===== src/rtl/piso_shift_register.sv =====
// -----------------------------------------------------------------------------
// piso_shift_register
//
// Parallel-in serial-out transmitter. A WIDTH-bit word is taken in through a
// valid/ready handshake and sent out one bit per shift_en strobe on `so`.
// Words can stream back to back with no gap bits between them.
//
// Handshake (load side):
//   A word transfers on a rising clk edge where load_valid && load_ready.
//   The producer holds pi and load_valid until that edge. load_ready is not
//   a promise for later cycles. When the last bit of a word is consumed
//   (cnt==0 && shift_en), load_ready goes high combinationally from
//   shift_en so that the next word can be accepted on the same edge.
//
// Ports:
//   clk         rising-edge clock
//   clear_n     asynchronous active-low reset
//   pi          parallel word to transmit
//   load_valid  pi holds a word to send
//   load_ready  block can accept a word this cycle
//   shift_en    bit strobe; the current so bit is consumed on this edge
//   so          serial data out (0 when idle)
//   so_valid    so carries a frame bit
//   so_last     current so bit is the final bit of its word
//   fsm_state   current FSM state (0 = IDLE, 1 = SHIFT), for observation
// -----------------------------------------------------------------------------
module piso_shift_register #(
    parameter int WIDTH     = 8,
    parameter bit MSB_FIRST = 1'b1
) (
    input  logic             clk,
    input  logic             clear_n,
    input  logic [WIDTH-1:0] pi,
    input  logic             load_valid,
    output logic             load_ready,
    input  logic             shift_en,
    output logic             so,
    output logic             so_valid,
    output logic             so_last,
    output logic             fsm_state
);

    localparam int CW = (WIDTH > 1) ? $clog2(WIDTH) : 1;
    localparam logic [CW-1:0] CNT_START = CW'(WIDTH - 1);

    typedef enum logic {
        IDLE  = 1'b0,
        SHIFT = 1'b1
    } state_t;

    state_t          state;
    logic [WIDTH-1:0] sreg;
    logic [CW-1:0]    cnt;

    logic last_bit;
    logic last_consumed;
    logic accept;
    logic out_bit;

    assign last_bit      = (state == SHIFT) && (cnt == '0);
    assign last_consumed = last_bit && shift_en;

    // Gated by clear_n so load_ready stays low while the block is held in reset.
    assign load_ready = clear_n && ((state == IDLE) || last_consumed);
    assign accept     = load_valid && load_ready;

    assign out_bit = MSB_FIRST ? sreg[WIDTH-1] : sreg[0];

    assign so        = (state == SHIFT) && out_bit;
    assign so_valid  = (state == SHIFT);
    assign so_last   = last_bit;
    assign fsm_state = state;

    always_ff @(posedge clk or negedge clear_n) begin
        if (!clear_n) begin
            state <= IDLE;
            sreg  <= '0;
            cnt   <= '0;
        end else begin
            case (state)
                IDLE: begin
                    if (accept) begin
                        sreg  <= pi;
                        cnt   <= CNT_START;
                        state <= SHIFT;
                    end
                end
                SHIFT: begin
                    if (shift_en) begin
                        if (cnt == '0) begin
                            // Last bit leaves on this edge; reload at once
                            // if a word is waiting so the stream has no gap.
                            if (accept) begin
                                sreg  <= pi;
                                cnt   <= CNT_START;
                                state <= SHIFT;
                            end else begin
                                sreg  <= '0;
                                state <= IDLE;
                            end
                        end else begin
                            // Move the next bit toward the output end, zero-fill.
                            if (MSB_FIRST) begin
                                sreg <= {sreg[WIDTH-2:0], 1'b0};
                            end else begin
                                sreg <= {1'b0, sreg[WIDTH-1:1]};
                            end
                            cnt <= cnt - 1'b1;
                        end
                    end
                end
                default: begin
                    state <= IDLE;
                end
            endcase
        end
    end

endmodule


===== config.mk =====
export PLATFORM = sky130hd
export DESIGN_NAME = piso_shift_register
export DESIGN_NICKNAME = d
export VERILOG_FILES = /design/src/rtl/piso_shift_register.sv
export SDC_FILE = /design/constraint.sdc
export NUM_CORES = 1
export LEC_CHECK = 0
export ABC_AREA = 1
export CAP_MARGIN = 25
export CORE_AREA = 5 5 42 44
export CTS_BUF_LIST = sky130_fd_sc_hd__clkbuf_8
export CTS_CLUSTER_DIAMETER = 150
export CTS_CLUSTER_SIZE = 40
export DETAILED_ROUTE_END_ITERATION = 7
export DIE_AREA = 0 0 47 49
export PLACE_DENSITY = 0.8
export SKIP_LAST_GASP = 1
export SYNTH_ARGS = -nofsm -noshare
export SYNTH_HDL_FRONTEND = slang
export SYNTH_SLANG_ARGS = --single-unit

===== constraint.sdc =====
create_clock -name clk -period 3.3 [get_ports clk]
set_input_delay 0.66 -clock clk [delete_from_list [all_inputs] [get_ports clk]]
set_output_delay 0.66 -clock clk [all_outputs]
set_load 0.05 [all_outputs]

# ---- Word-level counts from Yosys, hierarchy flattened
# Cells that the tools add are included.
dict set report op_classes {
  shifts 0
  eq_ne 2
  muxes 13
  order_cmp 0
  addsub 1
  n_mul 0
  reduce_logical 8
  div 0
  bitwise_logic 1
}
# operator n
set op_table {}
lappend op_table {{$mux 8} 4}
lappend op_table {{$pmux 8 s2} 1}
lappend op_table {{$mux 3} 3}
lappend op_table {{$pmux 3 s2} 1}
lappend op_table {{$logic_and 1x1->1} 5}
lappend op_table {{$ne 2x2->1 const B} 2}
lappend op_table {{$logic_not 3->1} 1}
lappend op_table {{$mux 1} 3}
lappend op_table {{$sub 3x1->3 const B} 1}
lappend op_table {{$pmux 1 s2} 1}
lappend op_table {{$reduce_and 2->1} 1}
lappend op_table {{$logic_or 1x1->1} 1}
lappend op_table {{$not 1->1} 1}
dict set report word_totals {
  latch_bits 0
  register_bits 12
  ram_bits 0
  inputBits 12
  output_inout_bits 5
  elab_cells 28
  romBits 0
  n_memories 0
}

# ---- Depth between registers and ports, before layout
# Gate-level depths: netlist of run 1.
dict set report depth {
  depth_word 10
  depth_mapped 9
  ltp_nobuf 9
}

# ---- Worst setup path before layout of run 1
# Ideal clock, no wire load.
dict set report synth_timing {
  kind {register -> output}
  startpoint {register state (netlist: fsm_state)}
  endpoint {output port load_ready}
  t_arrival_ns 1.592
  required_ns 2.640
  path_stages_with_launch 4
  setup_slack_ns 1.048
  path_cell_list {dfrtp_1 nand2_1 inv_2 nor3_2}
}
dict set report synth_between {
  elab_chain_cells 4
}
# item line_no
set synth_lines {}
lappend synth_lines {{start: declaration} 51} ;# state_t state;
lappend synth_lines {{start signal: assignment} 76} ;# state <= IDLE;
lappend synth_lines {{start signal: assignment} 85} ;# state <= SHIFT;
lappend synth_lines {{start signal: assignment} 96} ;# state <= SHIFT;
lappend synth_lines {{$logic_and 1x1->1} 60} ;# assign last_bit = (state == SHIFT) && (cnt == '0);
lappend synth_lines {{$logic_and 1x1->1} 61} ;# assign last_consumed = last_bit && shift_en;
lappend synth_lines {{$logic_or 1x1->1 *} 64} ;# assign load_ready = clear_n && ((state == IDLE) || last_consumed);
lappend synth_lines {{$logic_and 1x1->1 *} 64}
lappend synth_lines {{end: declaration} 35} ;# output logic load_ready,
# Mark *: on every way between the ends. The rest lies on a longest branch, timed or not.

# ---- Worst setup path in the final report of run 1
dict set report layout_timing {
  startpoint {input port clear_n}
  endpoint {output port load_ready}
}
dict set report layout_between {
  elab_chain_cells 1
}
# item line_no
set layout_lines {}
lappend layout_lines {{start: declaration} 32} ;# input logic clear_n,
lappend layout_lines {{$logic_and 1x1->1} 64}
# Every way passes these cells.

==> results.yml, run 1 <==
outcome:
  status: "completed"
synthesis:
  synth.distinct_cells: 17
  ys.warnings.count: 0
  synthesis.nets: 106
  synth_common_cells: "nand2_1, inv_1, dfrtp_1, nor2_1, a21oi_1"
  yosys.area.top_type: "dfrtp_1"
  synthesis.area_um2: 681.9
  netlist_instances: 92
  yosys.area.top_type_share_pct: 44.04
  synth_seq_cells: 12
  seq_area_frac_synth_pct: 44.04
  postSynth.asyncResetShare_pct: 100.0
  syn_area_per_cell_um2: 7.412
  synth_flop_cell: "dfrtp_1"
  synthTopCellsByArea: "dfrtp_1, nand2_1, inv_1"
  synth_edf_count: 0
  synth.most_common_cell: "nand2_1"
clock_tree:
  root_buffer: "clkbuf_8"
  clkSinkCount: 12
  ctsResizeCount: 0
  clkTransAtPathRegs_ns: 0.06
  cts_tree: "built"
  cts_setup_buffers: 0
  cts_buffers: 3
  cts_buffer_depth: 2
  h-tree-depth: 1
  hold_buffers: 0
  clock_latency_ns: 0.24
floorplanning:
  fp.dieW_um: 47
  dieArea_um2: 2303
  io_pins: 17
  die_y_um: 49
  coreArea_um2: 1401
  start_util_pct: 48.66
  num_rows: 14
run:
  drv_cap: 0
timing:
  slew_viol_final: 0
  fin_skew_ns: 0.005946
  post-route-worst-setup-slack_ns: 0.7055
  rsz0062_at_grt: "false"
  fmax_mhz: 385.4
  fin_setup_tns_ns: 0
  maxSlewHeadroom_pct: 66.37
  fin_hold_ws_ns: 0.4899
  finalSetupViolCount: 0
  hold_viol_final: 0
  fin_crit_sh_pct: 78.62
  worst_slew_pin_slew_ns: 0.5039
  fin_crit_ns: 2.594
route:
  wl_um: 1491
  drc_errors: 0
  vias: 627
  ant_nets: 0
  viasPerCell: 4.937
  routedWlPerCell_um: 11.74
  drt_first_pass_iters: 4
  initialDrtViolationCount: 15
grt:
  overflow: 0
  grt_use_met3_pct: 3.321
  antenna_found_initial: 0
  grt_pass1_wl_um: 2332
  busiest_layer: "met2"
  grt_use_met2_pct: 23.98
  grt_max_degree: 16
  grtUsageMet1_pct: 17.09
  grt_usage_pct: 14.38
  grt_pass1_vias: 540
cells_and_area:
  final_area_um2: 915.9
  area_delta_synth_final_pct: 34.31
  final_cells: 127
  nets: 126
  antenna_cells: 0
  drive_above_1_share_pct: 12.61
placement:
  placed_cell_area_um2: 860.8
  gp_congestion: 0.7175
  dp_slack_ns: 0.7005
  dp_hpwl_um: 1125
  port_buffers: 16
  dp_cells: 123
critical_path:
  required_ns: 2.64
  startpoint: "clear_n"
  worst_ep_arrival_time_ns: 1.93
  cp-end-kind: "primary output"
  start_kind: "input pin"
  path_class: "in -> out"
  crit_path_max_fanout: 14
  reg2reg_from: "cnt[0]$_DFFE_PN0P_"
pwr:
  peakVddDrop_v: 0.0004143
  p_leak_uw: 0.0004825
  p_per_area_nw_per_um2: 883.7
worst_hold_path:
  min-delay-start: "cnt[0]$_DFFE_PN0P_"
  hold_path_class: "reg -> reg"
metal layers:
| metal | share of wire, % | vias up |
|---|---|---|
| met1 | 38 | 293 |
| met3 | 5.1 | 4 |
| met2 | 54 | 16 |
| met5 | 0 | - |
| met4 | 1.8 | 0 |
| li1 | - | 314 |
power by group:
| group | internal, uW | switching [uW] | leakage [uW] |
|---|---|---|---|
| Sequential | 213 | 40.8 | 0.000135 |
| Clock | 105 | 55.3 | 0.0000288 |
| Combinational | 144 | 251 | 0.000318 |
| Total | 462 | 347 | 0.000483 |
kinds of logic (layout without fill, tap and decap cells):
group | after synthesis | count (layout) | synth area share (%)
adder cells (fa/ha/maj) | 2 | 2 | 3.669
flip-flops | 12 | 12 | 44.04
buffers and inverters | 20 | 39 | 12.66
AND/OR/NAND/NOR | 43 | 43 | 26.97
XOR/XNOR | 1 | 1 | 1.285
AO/OA/AOI/OAI | 14 | 14 | 11.38
path summary, 6_finish.rpt:
check	end	depth (start not counted)	slack (ns)
setup / recovery	load_ready	5	0.71
hold / removal	cnt[0]$_DFFE_PN0P_	1	0.49
setup reg to reg	sreg[0]$_DFFE_PN0P_	8	1.75
hold reg to reg	cnt[0]$_DFFE_PN0P_	1	0.49
max in group asynchronous	sreg[5]$_DFFE_PN0P_	2	2.40
min in group asynchronous	fsm_state$_DFF_PN0_	2	0.73
state kept, by name, summed over array words and instances, names as in the netlist:
| register | count |
|---|---|
| fsm_state | 1 |
| sreg | 8 |
| cnt | 3 |
cells in the final DEF (no fill, tap or decap):
| cell type | Yosys | final |
|---|---|---|
| nand2_1 | 26 | 26 |
| inv_1 | 16 | 16 |
| clkdlybuf4s50_1 | 0 | 15 |
| dfrtp_1 | 12 | 12 |
| nor2_1 | 10 | 10 |
| a21oi_1 | 9 | 9 |
| clkbuf_8 | 0 | 4 |
| nand3_1 | 3 | 3 |
| o21ai_0 | 3 | 3 |
| inv_2 | 2 | 2 |
| a21oi_2 | 2 | 2 |
| ha_1 | 2 | 2 |
| nor2_4 | 1 | 1 |
| nor3_2 | 1 | 1 |
| nand2_2 | 1 | 1 |
| nor2_2 | 1 | 1 |
| xor2_1 | 1 | 1 |
| buf_12 | 0 | 1 |
| buf_4 | 1 | 1 |
critical path, cell delays in order:
cell and delay (ns):
clkdlybuf4s50_1 0.46, buf_4 0.21, inv_1 0.10, nor3_2 0.32, buf_12 0.18
metrics by stage:
step	utilization (%)	power, uW
finish	65.36	809.4
global route	65.36	870.8
CTS	65.36	814.5
detailed placement	61.43	651.1
global placement	61.43	632.8
floorplan	-	547.6
area by class of cell:
cell class	count	area, um2
fill	123	485.5
sequential	12	300.3
multi-input combinational	60	295.3
timing repair buffer	17	177.7
inverter	18	67.56
clock buffer	4	55.05
tap	16	20.02
(Power assumes the default switching activity.)
==> run 2, diff against run 1 <==
Settings changed: CORE_AREA 5 5 42 44 to unset, CORE_MARGIN set to 5, CORE_UTILIZATION set to 44, DIE_AREA 0 0 47 49 to unset, PLACE_DENSITY 0.8 to 0.73.
Clock period 3.3 ns to 2.2 ns, I/O delays scaled along.
==> results.yml, run 2 (synthesis results as in run 1) <==
critical_path:
  start_kind: "flip-flop"
  r2r_slack_ns: 0.72
  reg2reg_to: "sreg[2]$_DFFE_PN0P_"
  crit_slowest_cell: "clkdlybuf4s50_1"
  crit_path_max_incr_delay_ns: 0.79
  crit_path_max_fanout: 8
  required_ns: 1.76
  reg2reg_from: "cnt[0]$_DFFE_PN0P_"
  path_class: "reg -> out"
  ff2ff_path_depth: 8
  worst_ep_arrival_time_ns: 1.66
  cp-end-kind: "primary output"
  cp_cell_sequence: "nand2_1 -> inv_1 -> clkdlybuf4s50_1"
clock_tree:
  cts_buffer_depth: 2
  clkTransAtPathRegs_ns: 0.06
  cts_buffers: 3
  cts_tree: "built"
  hold_buffers: 0
  root_buffer: "clkbuf_8"
  ctsResizeCount: 0
  clock_latency_ns: 0.24
  h-tree-depth: 1
  clkSinkCount: 12
  cts_setup_buffers: 0
placement:
  gp_congestion: 0.7266
  dp_slack_ns: 0.2732
  placed_cell_area_um2: 865.8
  dp_hpwl_um: 1079
  port_buffers: 16
pwr:
  clkPwrFrac_pct: 19.9
  total_power_uw: 1209
  seqPwrFrac_pct: 31.1
  power_frac_comb_pct: 49.0
  p_per_area_nw_per_um2: 1313
  peakVddDrop_v: 0.0006425
  intPower_uw: 698.7
  p_switching_uw: 510.2
  p_leak_uw: 0.0004893
  switching_share_pct: 42.20
timing:
  worst_slew_pin_slew_ns: 0.4926
  finalSetupViolCount: 0
  fmax_mhz: 475.2
  fin_crit_ns: 2.104
  fin_crit_sh_pct: 95.66
  maxSlewHeadroom_pct: 67.06
  post-route-worst-setup-slack_ns: 0.09551
  hold_viol_final: 0
  slew_viol_final: 0
  fin_skew_ns: 0.003835
  rsz0062_at_grt: "false"
  fin_setup_tns_ns: 0
floorplanning:
  fp.dieW_um: 49.37
  io_pins: 17
  coreArea_um2: 1489
  die_y_um: 49.37
  num_rows: 14
  dieArea_um2: 2437
  start_util_pct: 45.80
worst_hold_path:
  min_to: "cnt[0]$_DFFE_PN0P_"
  hold_path_class: "reg -> reg"
  hold_path_depth: 1
  min-delay-start: "cnt[0]$_DFFE_PN0P_"
route:
  drt_first_pass_iters: 4
  routedWlPerCell_um: 11.15
  ant_nets: 0
  drc_errors: 0
  viasPerCell: 4.727
  vias: 605
  wl_um: 1427
  initialDrtViolationCount: 12
cells_and_area:
  final_util_pct: 61.85
  largest_reg_flops: 8
  nets: 127
  final_cell_mix: "nand2_1, inv_1, clkdlybuf4s50_1, dfrtp_1, nor2_1"
  final_common_cell: "nand2_1"
  antenna_cells: 0
  final_area_um2: 920.9
  regMostFlops: "sreg"
  drive_above_1_share_pct: 14.29
  area_delta_synth_final_pct: 35.05
  fillers: 123
outcome:
  status: "completed"
run:
  drv_cap: 0
grt:
  grt_usage_pct: 13.09
  grt_max_degree: 16
  grt_pass1_vias: 615
  overflow: 0
  antenna_found_initial: 0
  grt_pass1_wl_um: 2518
## run 2: cell types whose count changed in the layout (fill, tap and decap cells not counted)
cell             change
buf_4                +2
clkdlybuf4s50_1      -1
## run 2: power groups by stage
stage | Combinational, uW | Clock [uW] | Sequential, uW
4_1_cts | 601 | 246 | 377
3_5_place_dp | 599 | 0 | 380
2_1_floorplan | 436 | 0 | 386
6_report | 592 | 241 | 376
5_1_grt | 669 | 259 | 390
3_3_place_gp | 578 | 0 | 376
## run 2: metrics by stage
step | hold WS, ns | std cells
final | 0.4960 | 128
after detailed placement | 0.4951 | 124
after floorplan | 0.1444 | 92
after global placement | 0.4821 | 124
after CTS | 0.5069 | 128
after global routing | 0.5482 | 128
## run 2: layout make-up
| cell class | instances | area [um2] | area share [%] |
|---|---|---|---|
| multi-input combinational | 60 | 295.3 | 32.07 |
| inverter | 18 | 67.56 | 7.337 |
| tap | 16 | 20.02 | 2.174 |
| timing repair buffer | 18 | 182.7 | 19.84 |
| sequential | 12 | 300.3 | 32.61 |
| clock buffer | 4 | 55.05 | 5.978 |
## run 2: worst max path at each step
stage                                   start         end  slack (ns)  depth (start not counted)
after floorplan           fsm_state$_DFF_PN0_  load_ready        0.17                          3
after global placement               shift_en  load_ready        0.29                          4
after detailed placement             shift_en  load_ready        0.27                          4
after CTS                 fsm_state$_DFF_PN0_          so         0.1                          3
after global routing       cnt[0]$_DFFE_PN0P_  load_ready        0.02                          7
final                     fsm_state$_DFF_PN0_          so         0.1                          3
## run 2: metal layers
layer  vias up  part of all wire (%)  track usage, %
met5         -                     0               0
met4         0                   1.5           6.278
met3         4                   4.8           3.670
met2        14                    49           20.60
met1       269                    45           16.20
li1        318                     -               -
## run 2: worst max-delay path: cells and delay by family (launching register included)
kind                   cells  cell delay, ns
flip-flops                 1            0.50
AND/OR/NAND/NOR            1            0.08
buffers and inverters      2            0.85
